==> src/rtl/spike_aer_scheduler.sv <==
// spike_aer_scheduler
//   Turns one timestep's spike vector into a stream of address events,
//   one neuron index per cycle, highest index first. Empty vectors still
//   count as frames and produce a frame_done pulse.
//
// Ports
//   clk, rst_n   : rising-edge clock, asynchronous active-low reset
//   spk_valid    : source offers spk_vec
//   spk_ready    : scheduler is idle and will accept a vector
//   spk_vec      : one bit per neuron, 1 = fired
//   aer_valid    : aer_addr/aer_last carry an event
//   aer_ready    : consumer takes the current event
//   aer_addr     : index of the firing neuron (0 when aer_valid=0)
//   aer_last     : current event is the final one of the frame
//   frame_done   : one-cycle pulse after a frame is fully drained
//   frame_cnt    : completed-frame counter, wraps at 16 bits
module spike_aer_scheduler #(
  parameter int unsigned N  = 16,
  parameter int unsigned AW = 4
) (
  input  logic          clk,
  input  logic          rst_n,
  input  logic          spk_valid,
  output logic          spk_ready,
  input  logic [N-1:0]  spk_vec,
  output logic          aer_valid,
  input  logic          aer_ready,
  output logic [AW-1:0] aer_addr,
  output logic          aer_last,
  output logic          frame_done,
  output logic [15:0]   frame_cnt
);

  typedef enum logic {
    IDLE  = 1'b0,
    DRAIN = 1'b1
  } state_t;

  state_t          state_q, state_d;
  logic [N-1:0]    pend_q, pend_d;
  logic            done_d;
  logic            frame_done_q;
  logic [15:0]     frame_cnt_q;

  logic [AW-1:0]   top_idx;
  logic [N-1:0]    top_mask;
  logic            single;

  // Highest-index-wins priority encoder: later (higher) hits override.
  always_comb begin
    top_idx = '0;
    for (int unsigned i = 0; i < N; i++) begin
      if (pend_q[i]) begin
        top_idx = AW'(i);
      end
    end
  end

  always_comb begin
    top_mask = N'(1) << top_idx;
    // Exactly one bit set: non-zero and clearing the lowest bit leaves zero.
    single   = (pend_q != '0) && ((pend_q & (pend_q - N'(1))) == '0);
  end

  // Handshake outputs depend on registered state only.
  always_comb begin
    spk_ready  = (state_q == IDLE);
    aer_valid  = (state_q == DRAIN);
    aer_addr   = aer_valid ? top_idx : '0;
    aer_last   = aer_valid & single;
    frame_done = frame_done_q;
    frame_cnt  = frame_cnt_q;
  end

  always_comb begin
    state_d = state_q;
    pend_d  = pend_q;
    done_d  = 1'b0;
    case (state_q)
      IDLE: begin
        if (spk_valid) begin
          if (spk_vec != '0) begin
            pend_d  = spk_vec;
            state_d = DRAIN;
          end else begin
            done_d = 1'b1;
          end
        end
      end
      DRAIN: begin
        if (aer_ready) begin
          pend_d = pend_q & ~top_mask;
          if (single) begin
            state_d = IDLE;
            done_d  = 1'b1;
          end
        end
      end
      default: begin
        state_d = IDLE;
        pend_d  = '0;
      end
    endcase
  end

  always_ff @(posedge clk or negedge rst_n) begin
    if (!rst_n) begin
      state_q <= IDLE;
    end else begin
      state_q <= state_d;
    end
  end

  always_ff @(posedge clk or negedge rst_n) begin
    if (!rst_n) begin
      pend_q       <= '0;
      frame_done_q <= 1'b0;
      frame_cnt_q  <= '0;
    end else begin
      pend_q       <= pend_d;
      frame_done_q <= done_d;
      if (done_d) begin
        frame_cnt_q <= frame_cnt_q + 16'd1;
      end
    end
  end

endmodule

==> config.mk <==
export PLATFORM = sky130hd
export DESIGN_NAME = spike_aer_scheduler
export DESIGN_NICKNAME = d
export VERILOG_FILES = /design/src/rtl/spike_aer_scheduler.sv
export SDC_FILE = /design/constraint.sdc
export NUM_CORES = 1
export LEC_CHECK = 0
export BUFFER_PORTS_ARGS = -buffer_cell sky130_fd_sc_hd__buf_4
export CAP_MARGIN = 20
export CORE_UTILIZATION = 34
export CTS_BUF_LIST = sky130_fd_sc_hd__clkbuf_8
export DETAILED_ROUTE_END_ITERATION = 8
export SKIP_LAST_GASP = 1
export SLEW_MARGIN = 10
export SYNTH_ARGS = -nofsm -noshare
export SYNTH_HDL_FRONTEND = slang
export SYNTH_SLANG_ARGS = --single-unit
==> constraint.sdc <==
create_clock -name clk -period 7.2 [get_ports clk]
set_input_delay 1.44 -clock clk [delete_from_list [all_inputs] [get_ports clk]]
set_output_delay 1.44 -clock clk [all_outputs]
set_load 0.02 [all_outputs]
After elaboration in Yosys (flattened, before gate mapping)
Index checks and enable logic that the tools add are counted.
{"block": "word_totals", "output_inout_bits": 24, "latchBits": 0, "register_bits": 34, "n_memories": 0, "ramBits": 0, "rom_bits": 0, "in_bits": 20}
{"block": "op_classes", "n_bitwise": 5, "div": 0, "addsub": 2, "order_cmp": 0, "mux": 30, "eq_ne": 3, "reduce_logical": 5, "shifts": 1, "multipliers": 0}
{"cell": "$mux W16", "count": 3}
{"cell": "$mux W4", "count": 12}
{"cell": "$and A16 B16 Y16", "count": 2}
{"cell": "$pmux W16 S2", "count": 1}
{"cell": "$reduce_bool A16 Y1", "count": 2}
{"cell": "$add A16 B1 Y16 const B", "count": 1}
{"cell": "$logic_not A16 Y1", "count": 1}
{"cell": "$not A16 Y16", "count": 1}
{"cell": "$shl A1 B4 Y16 const A", "count": 1}
{"cell": "$sub A16 B1 Y16 const B", "count": 1}
{"cell": "$mux W1", "count": 9}
{"cell": "$mux W2", "count": 2}
{"cell": "$ne A2 B2 Y1 const B", "count": 2}
{"cell": "$pmux W1 S2", "count": 2}
{"cell": "$mux W3", "count": 1}
{"cell": "$reduce_and A3 Y1", "count": 1}
{"cell": "$ne A2 B1 Y1 const B", "count": 1}
{"cell": "$and A1 B1 Y1", "count": 1}
{"cell": "$logic_and A1 B1 Y1", "count": 1}
{"cell": "$not A1 Y1", "count": 1}

Logic depth before layout (Yosys ltp)
{"block": "logic_depth", "word_depth": 20, "ltp_mapped": 9, "mapped_depth_nobuf": 7}

Worst setup path after synthesis
OpenSTA, ideal clock, no wires.
{"block": "synth_timing", "path_kind": "reg2out", "from": "register pend_q[1]", "to": "output aer_last", "n_path_buf": 0, "arrival_ns": 2.147, "required_time_ns": 5.760, "path_stages_with_launch": 6, "path_slack_ns": 3.613, "path_cell_list": "dfrtp_1 -> or4_4 -> o41ai_4 -> nand2_1 -> a2111o_1 -> nor3_1"}
{"block": "synth_between", "elab_chain_len": 5}
{"element": "from (decl)", "line": "40", "source": "logic [N-1:0] pend_q, pend_d;"}
{"element": "from (signal assigned)", "line": "120", "source": "pend_q <= pend_d;"}
{"element": "$sub A16 B1 Y16", "line": "62", "source": "single = (pend_q != '0) && ((pend_q & (pend_q - N'(1))) == '0);"}
{"element": "$and A16 B16 Y16", "line": "62"}
{"element": "$logic_not A16 Y1", "line": "62"}
{"element": "$logic_and A1 B1 Y1 *", "line": "62"}
{"element": "$and A1 B1 Y1 *", "line": "70", "source": "aer_last = aer_valid & single;"}
{"element": "to (decl)", "line": "29", "source": "output logic aer_last,"}
Mark *: on every way between the ends. The rest lies on a longest branch, timed or not.

Worst setup path in the final report
{"block": "layout_timing", "from": "register pend_q[9]", "to": "output aer_last"}
Same word-level chain as after synthesis.

==> flow_metrics.env <==
export IMPL_clk_latency_ns=0.29
export IMPL_clk_pin_slew_ns=0.07
export IMPL_grt_pass1_vias=1789
export IMPL_max_freq_mhz=253
export IMPL_synth_top_area_share=0.421
export IMPL_leakagePower_nw=1.16
export IMPL_ys_ff_latch=34
export IMPL_grt_max_degree=35
export IMPL_drtPass1Iterations=5
export IMPL_cp_required_ns=5.76
export IMPL_fin_area_um2=2500
export IMPL_setup_tns_ns=0
export IMPL_start_util=0.361
export IMPL_p_per_area_nw_per_um2=342
export IMPL_clockBufferDepth=2
export IMPL_peakVddDrop_mv=0.152
export IMPL_portBuffers=43
export IMPL_cts_tree="yes"
export IMPL_min_period_ns=3.95
export IMPL_htreeDepth=2
export IMPL_status="completed"
export IMPL_avgViaCountPerCell=5.64
export IMPL_syn_area_um2=2020
export IMPL_multi_input_area_um2=1100
export IMPL_drt_initial_drc_count=140
export IMPL_rows=27
export IMPL_track_usage=0.184
export IMPL_tightest_slew_ns=0.846
export IMPL_ys_seq_area_frac=0.421
export IMPL_synth_warnings=0
export IMPL_hp_class="flip-flop to flip-flop"
export IMPL_timing_slew_headroom=0.431
export IMPL_dieArea_um2=6260
export IMPL_area_growth_pct=23.5
export IMPL_grt_pass1_wl_um=8970
export IMPL_synth_area_leaders="dfrtp_1 (42%), xor2_1 (4.3%), nand2_1 (4.3%)"
export IMPL_drc=0
export IMPL_intPower_mw=0.489
export IMPL_syn_area_per_cell_um2=9.37
export IMPL_drt_wl_total_um=5370
export IMPL_rsz0062_at_grt="false"
export IMPL_die_x_um=79.1
export IMPL_crit_path_end_kind="primary output"
export IMPL_cap_violations=0
export IMPL_clock_sinks=34
export IMPL_post_synth_num_cell_types=50
export IMPL_startpoint_type="flip-flop"
export IMPL_numCtsBuffers=5
export IMPL_pwr_share_clk=0.210
export IMPL_combPwrFrac=0.378
export IMPL_fin_skew_ns=0.00670
export IMPL_die_y_um=79.1
export IMPL_synth_top_cells_by_count="dfrtp_1 (34), nand2_1 (23), nor2_1 (17)"
export IMPL_hpwlAfterDp_um=4000
export IMPL_synth_flop_cell="dfrtp_1"
export IMPL_cts_root_buffer="clkbuf_8"
export IMPL_r2r_cells=7
export IMPL_pin_count=44
export IMPL_place_area_um2=2390
export IMPL_drv_slew=0
export IMPL_synth_top_area_cell="dfrtp_1"
export IMPL_final_fill_count=576
export IMPL_setup_viol=0
export IMPL_wl_per_cell_um=16.5
export IMPL_switching_power_mw=0.365
export IMPL_synth_edf_count=0
export IMPL_crit_type="flip-flop to primary output"
export IMPL_place_inst=319
export IMPL_gp_congestion=0.858
export IMPL_drtAntennaViolNets=0
export IMPL_route_vias_total=1839
export IMPL_ff_latch_area_um2=851
export IMPL_diodes=0
export IMPL_grt_overflow=0
export IMPL_drive_gt1_frac=0.248
export IMPL_fin_cells=326
export IMPL_min_path_cells=1
export IMPL_cts_resized=0
export IMPL_synth_most_common_cell="dfrtp_1"
export IMPL_finalHoldViolations=0
export IMPL_ctsHoldBuffers=0
export IMPL_cp_max_fo=9
export IMPL_syn_nets=237
export IMPL_core_um2=5610
export IMPL_post_cts_buffers=0
export IMPL_async_flop_share=1.00
export IMPL_p_sw_frac=0.427
export IMPL_nets=275
export IMPL_crit_arrival_ns=2.51
export IMPL_period_share=0.549
export IMPL_synth_cells=216
export IMPL_p_seq_frac=0.412
export IMPL_grt_antenna_before_repair=0
[state kept, by name (all words and copies together) (netlist names)]
register,flops
frame_cnt,16
pend_q,16
aer_valid,1
frame_done,1
[cell usage in the layout (no fill, tap or decap), types with 2 or more instances in the layout]
| cell type | instances |
|---|---|
| a211o_1 | 2 |
| a211oi_1 | 2 |
| a21o_1 | 2 |
| a21oi_1 | 15 |
| a221o_1 | 4 |
| a22oi_1 | 4 |
| and3_1 | 4 |
| buf_4 | 44 |
| clkbuf_8 | 6 |
| dfrtp_1 | 34 |
| inv_1 | 2 |
| mux2i_1 | 4 |
| nand2_1 | 23 |
| nand3_1 | 5 |
| nand4_1 | 7 |
| nor2_1 | 17 |
| nor2b_1 | 3 |
| nor3_1 | 8 |
| nor4_1 | 8 |
| nor4_4 | 2 |
| o21ai_0 | 9 |
| o31ai_1 | 3 |
| o32ai_1 | 3 |
| or2_2 | 2 |
| or4_1 | 2 |
| or4_4 | 2 |
| xnor2_1 | 5 |
| xor2_1 | 10 |
[worst paths after layout]
path	slack (ns)	startpoint	endpoint
max	3.25	pend_q[9]$_DFFE_PN0P_	aer_last
min	0.47	frame_cnt[15]$_DFFE_PN0P_	frame_cnt[15]$_DFFE_PN0P_
max reg2reg	4.32	pend_q[9]$_DFFE_PN0P_	frame_cnt[10]$_DFFE_PN0P_
min reg2reg	0.47	frame_cnt[15]$_DFFE_PN0P_	frame_cnt[15]$_DFFE_PN0P_
max in group asynchronous	5.79	rst_n	frame_cnt[2]$_DFFE_PN0P_
min in group asynchronous	1.08	rst_n	pend_q[2]$_DFFE_PN0P_
[area by class of cell]
cell class	instances	share of cell area
clock buffer	6	0.0330
inverter	3	0.00451
tap	72	0.0361
multi-input combinational	166	0.442
clock inverter	1	0.0120
sequential	34	0.341
timing repair buffer	44	0.132
[worst max-delay path: stages (launching register included)]
cell	delay, ns
dfrtp_1	0.50
nor4_1	0.78
nand2_1	0.35
nor2_1	0.22
a2111o_1	0.17
nor3_1	0.06
buf_4	0.16
[per-layer routing]
metal / vias up / GRT usage / routed length (µm)
li1: 880 / - / -
met1: 881 / 0.256 / 2460
met2: 67 / 0.273 / 2440
met3: 11 / 0.0391 / 339
met4: 0 / 0.0818 / 129
met5: - / 0 / 0
[cell families after synthesis]
family	synth area share
compound gates	0.194
xor+xnor	0.0649
fa+ha+maj	0.00618
buf+inv	0.0340
flops	0.421
mux	0.0254
simple gates	0.255
[power by group through the flow]
stage	sequential (mW)	combinational (mW)	clock, mW
final	0.352	0.323	0.179
after detailed placement	0.346	0.320	0
after global placement	0.349	0.319	0
after global routing	0.358	0.354	0.195
after floorplan	0.276	0.273	0
after CTS	0.345	0.321	0.184
[metrics by stage]
stage	hold WS [ns]	power [mW]	utilization	setup WS (ns)
after floorplan	0.550	0.549	-	3.61
after global placement	0.457	0.668	0.425	3.43
after detailed placement	0.464	0.667	0.425	3.31
after CTS	0.475	0.850	0.446	3.25
after global routing	0.482	0.907	0.446	2.97
final	0.466	0.854	0.446	3.25
Power figures use the tool's default switching activity.
